File: config.mk
export PLATFORM = sky130hd
export DESIGN_NAME = deserialize_collect
export DESIGN_NICKNAME = d
export VERILOG_FILES = /design/src/rtl/sa_pkg.sv /design/src/rtl/collect_hold_reg.sv /design/src/rtl/deserialize_collect.sv
export SDC_FILE = /design/constraint.sdc
export NUM_CORES = 2
export LEC_CHECK = 0
export CAP_MARGIN = 0
export CORE_ASPECT_RATIO = 1.4
export CORE_MARGIN = 2
export CORE_UTILIZATION = 30
export CTS_BUF_LIST = sky130_fd_sc_hd__clkbuf_4
export DETAILED_ROUTE_END_ITERATION = 12
export GPL_TIMING_DRIVEN = 0
export PLACE_DENSITY_LB_ADDON = 0.12
export SYNTH_ARGS = -nofsm -noshare
export SYNTH_HDL_FRONTEND = slang
export SYNTH_SLANG_ARGS = --single-unit
File: constraint.sdc
create_clock -name clk -period 100.6 [get_ports clk]
set_input_delay 10.06 -clock clk [delete_from_list [all_inputs] [get_ports clk]]
set_output_delay 10.06 -clock clk [all_outputs]
set_load 0.01 [all_outputs]
File: src/rtl/sa_pkg.sv
// Shared constants for the systolic-array datapath blocks.
// Provides the default vector geometry and the helper that sizes the
// fill counter of the collector so that it can represent 0..LENGTH.
package sa_pkg;

  localparam int DEFAULT_LENGTH    = 32;
  localparam int DEFAULT_BIT_WIDTH = 16;
  localparam int SHORT_LENGTH      = 8;

  // Counter must hold the value LENGTH itself (the stalled state), hence +1.
  function automatic int cnt_width(input int length);
    return $clog2(length + 1);
  endfunction

endpackage

File: src/rtl/collect_hold_reg.sv
// Output stage of deserialize_collect: one holding register with a
// valid/ready handshake towards the consumer.
// Ports:
//   clk, rst    clock and asynchronous active-high reset
//   load        capture load_data this cycle (asserts out_valid)
//   load_data   vector to capture
//   out_ready   consumer takes the vector this cycle
//   out_valid   hold register contains a complete vector
//   out         held vector; keeps its last value after being consumed
//   hold_free   hold can accept a new vector this cycle
module collect_hold_reg #(
  parameter int WIDTH = 512
) (
  input  logic             clk,
  input  logic             rst,
  input  logic             load,
  input  logic [WIDTH-1:0] load_data,
  input  logic             out_ready,
  output logic             out_valid,
  output logic [WIDTH-1:0] out,
  output logic             hold_free
);

  // The hold is free either when empty or when its vector leaves this cycle,
  // which lets a new vector replace the old one without a bubble.
  assign hold_free = !out_valid | out_ready;

  always_ff @(posedge clk or posedge rst) begin
    if (rst) begin
      out       <= '0;
      out_valid <= 1'b0;
    end else if (load) begin
      out       <= load_data;
      out_valid <= 1'b1;
    end else if (out_valid && out_ready) begin
      out_valid <= 1'b0;
    end
  end

endmodule

File: src/rtl/deserialize_collect.sv
// Collects BIT_WIDTH result words from an array output column and packs
// LENGTH of them into one parallel vector (first word in the MSB slot).
// A shift register assembles the next vector while the hold stage drains
// the previous one.
// Ports:
//   clk, rst    clock and asynchronous active-high reset
//   in_valid    a word is present on in
//   in          serial result word
//   in_ready    block accepts a word this cycle (registered state only)
//   out_valid   hold register contains a complete vector
//   out         assembled vector
//   out_ready   consumer takes the vector this cycle
//   fill        words currently in the shift register (0..LENGTH)
module deserialize_collect
  import sa_pkg::*;
#(
  parameter  int LENGTH    = DEFAULT_LENGTH,
  parameter  int BIT_WIDTH = DEFAULT_BIT_WIDTH,
  localparam int CNT_W     = cnt_width(LENGTH)
) (
  input  logic                        clk,
  input  logic                        rst,
  input  logic                        in_valid,
  input  logic [BIT_WIDTH-1:0]        in,
  output logic                        in_ready,
  output logic                        out_valid,
  output logic [LENGTH*BIT_WIDTH-1:0] out,
  input  logic                        out_ready,
  output logic [CNT_W-1:0]            fill
);

  localparam int                VW   = LENGTH * BIT_WIDTH;
  localparam logic [CNT_W-1:0]  FULL = CNT_W'(LENGTH);
  localparam logic [CNT_W-1:0]  LAST = CNT_W'(LENGTH - 1);

  logic [VW-1:0]    shift;
  logic [VW-1:0]    shifted;
  logic [VW-1:0]    load_data;
  logic [CNT_W-1:0] count;
  logic [CNT_W-1:0] next_count;
  logic             accept;
  logic             load;
  logic             hold_free;

  assign in_ready = (count != FULL);
  assign accept   = in_valid & in_ready;
  assign shifted  = {shift[(LENGTH-1)*BIT_WIDTH-1:0], in};
  assign fill     = count;

  // Two ways to hand a vector to the hold: straight from the completing word
  // (bypassing the shift register) or later from a full, stalled shift register.
  always_comb begin
    load       = 1'b0;
    load_data  = shifted;
    next_count = count;
    if (count == FULL) begin
      if (hold_free) begin
        load       = 1'b1;
        load_data  = shift;
        next_count = '0;
      end
    end else if (accept) begin
      if (count == LAST && hold_free) begin
        load       = 1'b1;
        next_count = '0;
      end else begin
        next_count = count + 1'b1;
      end
    end
  end

  always_ff @(posedge clk or posedge rst) begin
    if (rst) begin
      shift <= '0;
      count <= '0;
    end else begin
      if (accept) shift <= shifted;
      count <= next_count;
    end
  end

  collect_hold_reg #(
    .WIDTH(VW)
  ) u_hold (
    .clk       (clk),
    .rst       (rst),
    .load      (load),
    .load_data (load_data),
    .out_ready (out_ready),
    .out_valid (out_valid),
    .out       (out),
    .hold_free (hold_free)
  );

endmodule

==> results by group <==
Clock tree
  – CTS Buffer Depth: 4
  – Clock transition at the registers of the reported paths: about 70 ps
  – Post-CTS setup buffers: 0
  – Hold-fix buffers at CTS: 0
  – Clock tree sinks: a little over 1000
  – CTS resizes: 0
  – Worst skew pair latency: 1240 ps
  – Root buf cell: clkbuf_4
  – CTS buffer count: 299
  – H-tree depth: 5
  – CTS tree: built

Drt
  – DR iter-0 viols: between 800 and 900
  – Routed WL: 134000 microns
  – Drt wl/cell: between 20 and 25 microns
  – DR top layer: met5
  – Vias: between 20000 and 30000
  – DRC: 0
  – DRT met1 WL: about 56000 microns
  – Drt first pass iters: 4
  – Met2 WL: between 60000 and 70000 microns
  – DR WL met3: between 10000 and 15000 microns
  – Post-DR vias/cell: between 4 and 5
  – ANT nets after route: 0

Place
  – Cells after DPL: 5270
  – Detailed placer's ending HPWL: a little under 100000 microns
  – Port bufs: around 540
  – Place WS: approximately 87000 ps
  – GPL Wtd Cong: between 0.8 and 0.9

Die
  – Site Rows: between 150 and 200
  – Core Area: 147000 sq um
  – I/O pin count: 540
  – Die Wd: roughly 330 microns
  – Overall die height: 459 microns
  – Die area: 151000 sq um
  – Initial core utilization: 0.301

Worst setup path
  – Worst path arrival time: ~2900 ps
  – Worst path top cell family by delay: buffers and inverters
  – Crit Path Max Fanout: 8
  – Critical path data required time: between 90000 and 100000 ps
  – Most used cell, CP: inv_1
  – Critical-path top delay cell: clkdlybuf4s50_1
  – CP startpoint kind: register
  – Largest stage delay, worst path: slightly above 600 ps
  – Crit-path cells: inv_1 -> ha_1 -> and3_1 -> inv_1 -> clkdlybuf4s50_1
  – Crit path capture type: output port
  – Setup CP Type: reg -> out
  – Worst path bufs/invs: 3

Synthesis
  – Syn Area/Cell: 16.0 sq um
  – Post-synthesis net count: roughly 2800
  – Top post-synthesis cells by area: dfrtp_1 58%, mux2_2 39%, buf_2 1.3%
  – Post-synth cell types: 24
  – Synth top cells by count: 1536 x mux2_2, 1031 x dfrtp_1, 118 x buf_2, 34 x buf_6, 13 x clkbuf_1
  – Synthesized netlist cell count: 2776
  – Share of the synthesized area in the top cell type: 0.581
  – Top-count cell post-synth: mux2_2
  – Register area share after synthesis: 0.581
  – Largest area contributor in the netlist: dfrtp_1
  – Top_reg_cell synth: dfrtp_1
  – Asr flop ratio synth: 1.00
  – Post-Syn Area: about 44000 sq um
  – EDFF count, synth: 0
  – Synth Warn #: 0
  – Synthesized flop and latch total: 1031

Power and ir drop
  – Clk pwr share: 0.243
  – Internal: between 1 and 1.5 mW
  – Switching Share: 0.320
  – Sequential fraction of design power: 0.456
  – PD cells: 27.9 nW/um^2
  – Comb power frac: 0.301
  – Peak supply drop: 0.0000131 V
  – Switch Pwr: between 400 and 500 uW
  – P_leak: around 26 nW

Timing
  – FMAX: roughly 77 MHz
  – Worst setup slack after layout: between 80000 and 90000 ps
  – Slew Limit Headroom: 0.271
  – Setup_tns: 0 ps
  – Final period util: 0.128
  – RSZ-0062 raised after global routing: no
  – Worst Skew: 102 ps
  – Final hold slack: 503 ps
  – Slew @ Worst Pin: 1090 ps
  – Pins over their slew limit: 0
  – Final setup vio count: 0
  – Min Tclk post-route: 12910 ps
  – Final Hold Vio Count: 0

Layout
  – Non-Filler Instances: 5735
  – Share of layout cells above drive strength 1: 0.565
  – Nets@finish: between 3000 and 4000
  – Layout area overhead: 26.1%

Hold path
  – HP Class: reg -> reg

Run status
  – Outcome: complete, no violations

GRT
  – Overall routing resource usage: 0.179
  – Global-route wire length before repair: around 200000 microns
  – Vias in the first global route: ~29000
  – Initial antenna violation count: 5
  – Gr ovfl total: 0
  – Largest net degree at the start of global routing: between 100 and 150

Job
  – Max-cap viol count: 0
[logic make-up after synthesis]
logic type,Yosys count,synth area share
buffers and inverters,177,0.0241
xor gates and xnor gates,2,0.000395
DFF,1031,0.581
adders and majority gates,2,0.000564
muxes,1536,0.390
AOI/OAI and AO/OA,10,0.00152
and+or+nand+nor,18,0.00217
[layer usage]
layer,vias up,track usage
met1,13301,0.217
li1,11909,-
met3,243,0.0737
met2,794,0.283
met5,-,0
met4,6,0.0657
[registers in the layout (all words and copies together), names as in the netlist]
name / flops
shift: 512
u_hold.out: 512
fill: 6
u_hold.out_valid: 1
[cell usage in the layout, fill, tap and decap left out, types with 5 or more instances in the layout]
cell type and instances:
mux2_2 1536, dfrtp_1 1031, clkdlybuf4s50_1 539, clkbuf_4 429, buf_2 118, buf_6 34
clkinv_1 25, clkbuf_1 13, buf_16 11, nand2_1 8, buf_1 6, inv_1 5
[layout make-up]
class                   count  area (sq um)
fillers                 14262         91400
flip-flops and latches   1031         25800
multi-input cells        1568         17500
repair buffers            551          5710
clock buffers             429          3220
well taps                1943          2430
plain buffers             171          1040
clock inverters            34           188
inverters                   6          30.0
diodes                      2          5.00
[worst reg2reg max path, stage by stage, from the launching register on]
cell and delay [ps]:
dfrtp_1 500, inv_1 80, ha_1 240, and3_1 180
o21ai_2 850, buf_2 470, buf_2 360, mux2_2 380
[stage by stage]
step / util / total power [mW] / cell area (sq um)
2_1_floorplan: - / 0.935 / 44400
3_3_place_gp: 0.354 / 1.19 / 52200
3_5_place_dp: 0.357 / 1.20 / 52500
4_1_cts: 0.380 / 1.59 / 55900
5_1_grt: 0.380 / 1.67 / 55900
6_report: 0.380 / 1.56 / 55900
[worst paths after layout]
path / slack, ps / endpoint / start / cells past startpoint
worst max register to register: 97400 / u_hold.out[384]$_DFFE_PP0P_ / fill[0]$_DFFE_PP0P_ / 7
worst min register to register: 500 / shift[506]$_DFFE_PP0P_ / shift[506]$_DFFE_PP0P_ / 1
min in group asynchronous: 9260 / u_hold.out[108]$_DFFE_PP0P_ / rst / 2
worst max-delay path: 87690 / in_ready / fill[0]$_DFFE_PP0P_ / 5
worst min-delay path: 500 / shift[506]$_DFFE_PP0P_ / shift[506]$_DFFE_PP0P_ / 1
max in group asynchronous: 89210 / shift[265]$_DFFE_PP0P_ / rst / 6
[power groups by stage]
stage,combinational [mW],clock [mW],sequential (mW)
final,0.469,0.378,0.711
after global routing,0.509,0.422,0.736
after CTS,0.479,0.400,0.715
after detailed placement,0.475,0,0.720
after global placement,0.471,0,0.720
after floorplan,0.251,0,0.683
Note: power is estimated with default switching activity, not from simulation.
